$ cat src/rtl/mux21_rr_arbiter.sv
// Round-robin, packet-locked arbiter that steers one of two requesters through
// a shared 2:1 word mux to a single valid/ready consumer.
module mux21_rr_arbiter #(
  parameter int WIDTH     = 8,
  parameter int CNT_WIDTH = 16
) (
  input  logic                 clk,
  input  logic                 rst_n,
  input  logic                 req0_valid,
  input  logic [WIDTH-1:0]     req0_data,
  input  logic                 req0_last,
  output logic                 req0_ready,
  input  logic                 req1_valid,
  input  logic [WIDTH-1:0]     req1_data,
  input  logic                 req1_last,
  output logic                 req1_ready,
  output logic                 out_valid,
  output logic [WIDTH-1:0]     out_data,
  output logic                 out_last,
  input  logic                 out_ready,
  output logic                 select,
  output logic [1:0]           grant,
  output logic [CNT_WIDTH-1:0] pkt_count0,
  output logic [CNT_WIDTH-1:0] pkt_count1,
  output logic [1:0]           dbg_state
);

  // Handshake: a beat moves when valid and ready are both high at a rising
  // edge; valid never waits on ready, and upstream holds data while valid.
  typedef enum logic [1:0] {
    IDLE  = 2'd0,
    BUSY0 = 2'd1,
    BUSY1 = 2'd2
  } state_e;

  state_e               state_q, state_d;
  logic                 select_q, select_d;
  logic [1:0]           grant_q, grant_d;
  logic                 last_served_q, last_served_d;
  logic [CNT_WIDTH-1:0] cnt0_q, cnt0_d;
  logic [CNT_WIDTH-1:0] cnt1_q, cnt1_d;

  logic busy0, busy1, done0, done1;

  assign busy0 = (state_q == BUSY0);
  assign busy1 = (state_q == BUSY1);
  assign done0 = busy0 & req0_valid & out_ready & req0_last;
  assign done1 = busy1 & req1_valid & out_ready & req1_last;

  always_comb begin
    state_d       = state_q;
    select_d      = select_q;
    grant_d       = grant_q;
    last_served_d = last_served_q;
    cnt0_d        = cnt0_q;
    cnt1_d        = cnt1_q;
    case (state_q)
      IDLE: begin
        // On a tie, the requester that did not finish last goes next.
        if (req0_valid && (!req1_valid || last_served_q)) begin
          state_d  = BUSY0;
          select_d = 1'b0;
          grant_d  = 2'b01;
        end else if (req1_valid) begin
          state_d  = BUSY1;
          select_d = 1'b1;
          grant_d  = 2'b10;
        end
      end
      BUSY0: begin
        if (done0) begin
          last_served_d = 1'b0;
          cnt0_d        = cnt0_q + CNT_WIDTH'(1);
          if (req1_valid) begin
            state_d  = BUSY1;
            select_d = 1'b1;
            grant_d  = 2'b10;
          end else begin
            state_d = IDLE;
            grant_d = 2'b00;
          end
        end
      end
      BUSY1: begin
        if (done1) begin
          last_served_d = 1'b1;
          cnt1_d        = cnt1_q + CNT_WIDTH'(1);
          if (req0_valid) begin
            state_d  = BUSY0;
            select_d = 1'b0;
            grant_d  = 2'b01;
          end else begin
            state_d = IDLE;
            grant_d = 2'b00;
          end
        end
      end
      default: begin
        state_d = IDLE;
        grant_d = 2'b00;
      end
    endcase
  end

  always_ff @(posedge clk or negedge rst_n) begin
    if (!rst_n) begin
      state_q       <= IDLE;
      select_q      <= 1'b0;
      grant_q       <= 2'b00;
      last_served_q <= 1'b1;
      cnt0_q        <= '0;
      cnt1_q        <= '0;
    end else begin
      state_q       <= state_d;
      select_q      <= select_d;
      grant_q       <= grant_d;
      last_served_q <= last_served_d;
      cnt0_q        <= cnt0_d;
      cnt1_q        <= cnt1_d;
    end
  end

  // Combinational datapath; select only moves on state changes, so it always
  // points at the granted requester while busy.
  assign out_data   = select_q ? req1_data : req0_data;
  assign out_valid  = (busy0 & req0_valid) | (busy1 & req1_valid);
  assign out_last   = (busy0 & req0_last) | (busy1 & req1_last);
  assign req0_ready = busy0 & out_ready;
  assign req1_ready = busy1 & out_ready;

  assign select     = select_q;
  assign grant      = grant_q;
  assign pkt_count0 = cnt0_q;
  assign pkt_count1 = cnt1_q;
  assign dbg_state  = state_q;

endmodule

$ cat config.mk
export PLATFORM = sky130hd
export DESIGN_NAME = mux21_rr_arbiter
export DESIGN_NICKNAME = d
export VERILOG_FILES = /design/src/rtl/mux21_rr_arbiter.sv
export SDC_FILE = /design/constraint.sdc
export NUM_CORES = 1
export LEC_CHECK = 0
export CORE_UTILIZATION = 44
export DETAILED_ROUTE_END_ITERATION = 10
export PLACE_DENSITY = 0.8
export SLEW_MARGIN = 10
export SYNTH_ARGS = -nofsm -noshare
export SYNTH_HDL_FRONTEND = slang
export SYNTH_SLANG_ARGS = --single-unit
$ cat constraint.sdc
create_clock -name clk -period 2.3 [get_ports clk]
set_clock_uncertainty 0.2 [all_clocks]
set_input_delay 0.345 -clock clk [delete_from_list [all_inputs] [get_ports clk]]
set_output_delay 0.345 -clock clk [all_outputs]
set_load 0.05 [all_outputs]
**After elaboration in Yosys (flattened, before gate mapping)**

Index checks and enable logic that the tools add are counted.

- Register bits after elaboration: 36
- Bits of input ports: 23
- Output and inout port bits: 49
- Logic and storage cells: 53

- $add $sub $neg: 2
- Equal/unequal tests: 6
- Mux-type cells: 17
- Bitwise operators: 12
- Reduce and logical (&&, ||, !) cells: 11

Operator list:

| operator | number |
|---|---|
| $add 16x1->16 const B | 2 |
| $and 1x1->1 | 10 |
| $mux 2 | 5 |
| $mux 1 | 8 |
| $mux 8 | 1 |
| $pmux 2 s3 | 1 |
| $reduce_and 3->1 | 2 |
| $ne 2x1->1 const B | 2 |
| $reduce_and 2->1 | 2 |
| $reduce_and 4->1 | 1 |
| $ne 3x3->1 const B | 1 |
| $pmux 1 s3 | 1 |
| $reduce_bool 3->1 | 1 |
| $eq 2x1->1 const B | 1 |
| $eq 2x2->1 const B | 1 |
| $logic_not 2->1 | 1 |
| $ne 2x2->1 const B | 1 |
| $or 1x1->1 | 2 |
| $pmux 1 s2 | 1 |
| $reduce_bool 2->1 | 1 |
| $logic_and 1x1->1 | 1 |
| $logic_not 1->1 | 1 |
| $logic_or 1x1->1 | 1 |

**Depth between registers and ports, before layout**

- Depth after elaboration: 6
- Depth in mapped cells: 8
- Gate-level depth less buffers: 6

**Least setup slack after synthesis**

Ideal clock, no wire load.

- Path kind: reg2out
- Start: register grant[0] (netlist name)
- End: output port out_valid
- Data arrival time: 2223 ps
- Data required time: 1755 ps
- Slack: -468 ps
- Stages on the path, launching flop included: 4
- Path buffers: 0
- Cells stage by stage: dfrtp_1 -> ha_1 -> inv_1 -> o21ai_0

RTL lines:

| item | RTL line | source |
|---|---|---|
| to (decl) | 17 | `output logic out_valid,` |

==> results.md <==
- Power Dens Cells: roughly 950 nW/µm²
- Detailed placer's ending HPWL: roughly 3100 µm
- CTS max path bufs: 2
- Max transition margin: 0.661
- Clock Power Share: 0.153
- Final GP Congestion: ~0.90
- CP arrival: approximately 1.6 ns
- CTS tree: done
- WHS Endpoint: pkt_count0[15]
- Synth cell types: 32
- Reg-to-Reg End: pkt_count0[13]
- Worst skew pair latency: 0.29 ns
- EDFF count, synth: 0
- Hold Vio Cnt, Final: 0
- Mux cell area share after synthesis: 0.0646
- Cts repair resizes: 0
- Synth Area in Compound Gates: 0.0409
- PortBufs: between 70 and 80
- Layout cells sized above 1: 0.168
- Die width: about 68 µm
- Post-route setup TNS: 0 ns
- Cells after synthesis: approximately 180
- Initial antenna violation count: 0
- Mapped Avg Cell Area: 10.7 µm²
- CTS clk-pin slew, worst paths: about 0.07 ns
- Total Routing Usage GR: 0.191
- Switching Fraction: 0.428
- CTS H-tree lvls: 2
- Vias in the first global route: about 1,500
- Worst path slowest cell: dfrtp_1
- Max cap viols: 0
- Fin crit period: between 2 and 2.5 ns
- Std-Cell Rows: 23
- Via density: roughly 5.1
- Area of the core: around 4100 µm²
- Hold Crit Start: pkt_count0[15]
- P&R area growth vs syn: 51.6%
- Die area: 4580 µm²
- Period utilization: 0.944
- Ys flop type: dfrtp_1
- CP Cell Sequence: inv_1 -> ha_1 -> buf_4 -> a22o_1 -> buf_12
- Count of clock tree sinks: 36
- Post-synth ARST share: 1.00
- Hold path depth: 1
- Synth area leader: dfrtp_1
- Largest family of logic cells by synthesized area: simple AND/OR/NAND/NOR gates
- Seq pwr share: 0.307
- Top cells by area, synth: dfrtp_1, xnor2_1, mux2_2, xor2_1, nand2_1
- Synth cell count leaders: dfrtp_1, nand2_1, xnor2_1
- Diodes inserted: 0
- Count leader, synth: dfrtp_1
- Wire per inst: approximately 13 µm
- Max Freq: ~460 MHz
- Synth warn: 0
- Static Leak: 1.32 nW
- Status: completed
- Crit-path max cell delay: ~0.44 ns
- Worst reg2reg setup slack: ~0.33 ns
- Tot Pwr: between 0.002 and 0.003 W
- Antenna Nets Post-Route: 0
- Data required time of the worst path: between 1.5 and 2 ns
- Reg2reg path depth: 6
- Overflow after GRT: 0
- Final setup vio count: 0
- Starting Density: 0.467
- Share of the synthesized area in the top cell type: 0.462
- Tightest Pin Transition: 0.507 ns
- Nets: ~290
- DRC Markers: 0
- Pins Over Slew Limit: 0
- Post-Route Utilization: 0.709
- CP endpoint kind: primary output
- Routed via count: approximately 1,600
- Crit Path Max Fanout: 7
- 1st-iter DRT viols: 71
- Combinational share of power: 0.540
- Post-Synthesis Cell Area: 1900 µm²
- CTS Buf Count: 5
- Post-synthesis sequential area ratio: 0.476
- Total detailed-routing wirelength: a little under 4000 µm
- # IOs: between 70 and 80
- Post-Synth XOR/XNOR Area: 0.139
- TritonRoute pass-1 iters: 4
- Clk root buf: clkbuf_8
- Adder-cell area share of the yosys netlist: 0.0396
- RSZ-0062 raised after global routing: false
- P_sw: about 0.0012 W
- Mapped Nets: ~210
- VDD IR max: about 0.91 mV
- Hold/Removal Path Class: reg -> reg
- Largest net degree at the start of global routing: 37
- Post-CTS setup buffers: 0
- Internal power of the cells: 0.00157 W
- CP Class: reg -> out
- Post-Synth Simple-Gate Area: 0.206
- Fill count: 320
- DIE HEIGHT: ~68 µm
- Worst setup SP type: flop
- Cts hold-fix bufs: 0
- Register bit total from synthesis: 36
- First-pass GRT wire length: between 6000 and 7000 µm
- Reg2reg start: grant[1]
==> worst max-delay path by stage <==
stage,cells after the start,end,startpoint
after floorplan,6,pkt_count0[2],grant[1]
after global placement,5,pkt_count1[14],out_ready
after detailed placement,5,pkt_count0[13],out_ready
after CTS,5,out_last,grant[1]
after global routing,5,out_last,grant[1]
final,5,out_last,grant[1]
==> cell families after synthesis <==
group / after synthesis
mux: 11
fa+ha+maj: 6
buf+inv: 14
xor+xnor: 30
flops: 36
simple gates: 68
compound gates: 13
==> worst max-delay path, delay by kind of cell (launching register included) <==
kind / cells / cell delay [ns]
fa+ha+maj: 1 / 0.24
buf+inv: 3 / 0.43
compound gates: 1 / 0.23
flops: 1 / 0.44
==> layout make-up <==
class	instances	area [µm²]	share of cell area
Timing Repair Buffer	76	866	0.301
Multi-Input combinational cell	128	933	0.324
Sequential cell	36	903	0.314
Clock buffer	6	72.6	0.0252
Clock inverter	1	5.00	0.00174
Tap cell	50	62.6	0.0217
Inverter	9	33.8	0.0117
==> power groups by stage <==
stage               clock network (W)  registers, W  logic, W
floorplan                           0       0.00106  0.000683
global placement                    0      0.000853   0.00147
detailed placement                  0      0.000855   0.00149
CTS                          0.000436      0.000845   0.00149
global route                 0.000458      0.000856   0.00156
finish                       0.000421      0.000842   0.00148
==> layer usage <==
layer,GRT usage,up-vias,routed length [µm]
li1,-,759,-
met3,0.0625,6,266
met4,0.0957,0,74
met5,0,-,0
met2,0.302,63,1860
met1,0.230,731,1780
==> state kept, by name, indices dropped and copies added, names as in the netlist <==
register and cells:
pkt_count1 16, pkt_count0 16, last_served_q 1, select 1, grant 2
==> stage by stage <==
| stage | setup slack, ns | cells | hold slack (ns) | cell area, µm² |
|---|---|---|---|---|
| CTS | 0.124 | 306 | 0.277 | 2880 |
| finish | 0.129 | 306 | 0.268 | 2880 |
| global route | 0.0562 | 306 | 0.304 | 2880 |
| floorplan | 0.0354 | 178 | -0.151 | 1900 |
| detailed placement | 0.112 | 299 | 0.262 | 2800 |
| global placement | 0.143 | 299 | 0.259 | 2800 |
==> layout by cell type (no fill, tap or decap), types with 2 or more instances in the layout <==
master           instances
clkdlybuf4s50_1         58
nand3_1                  8
nor3_1                   2
nand2b_1                 2
buf_12                  12
dfrtp_1                 34
and4_1                   3
and3_1                   6
nor4_2                   2
xor2_1                  10
nand2_1                 23
nand4_1                  5
nor2_1                   8
o21ai_0                  4
inv_1                    9
a21oi_1                  5
clkbuf_8                 5
and2_1                   3
ha_1                     6
buf_4                    6
mux2_2                  10
xnor2_1                 20
(Power assumes the default switching activity.)
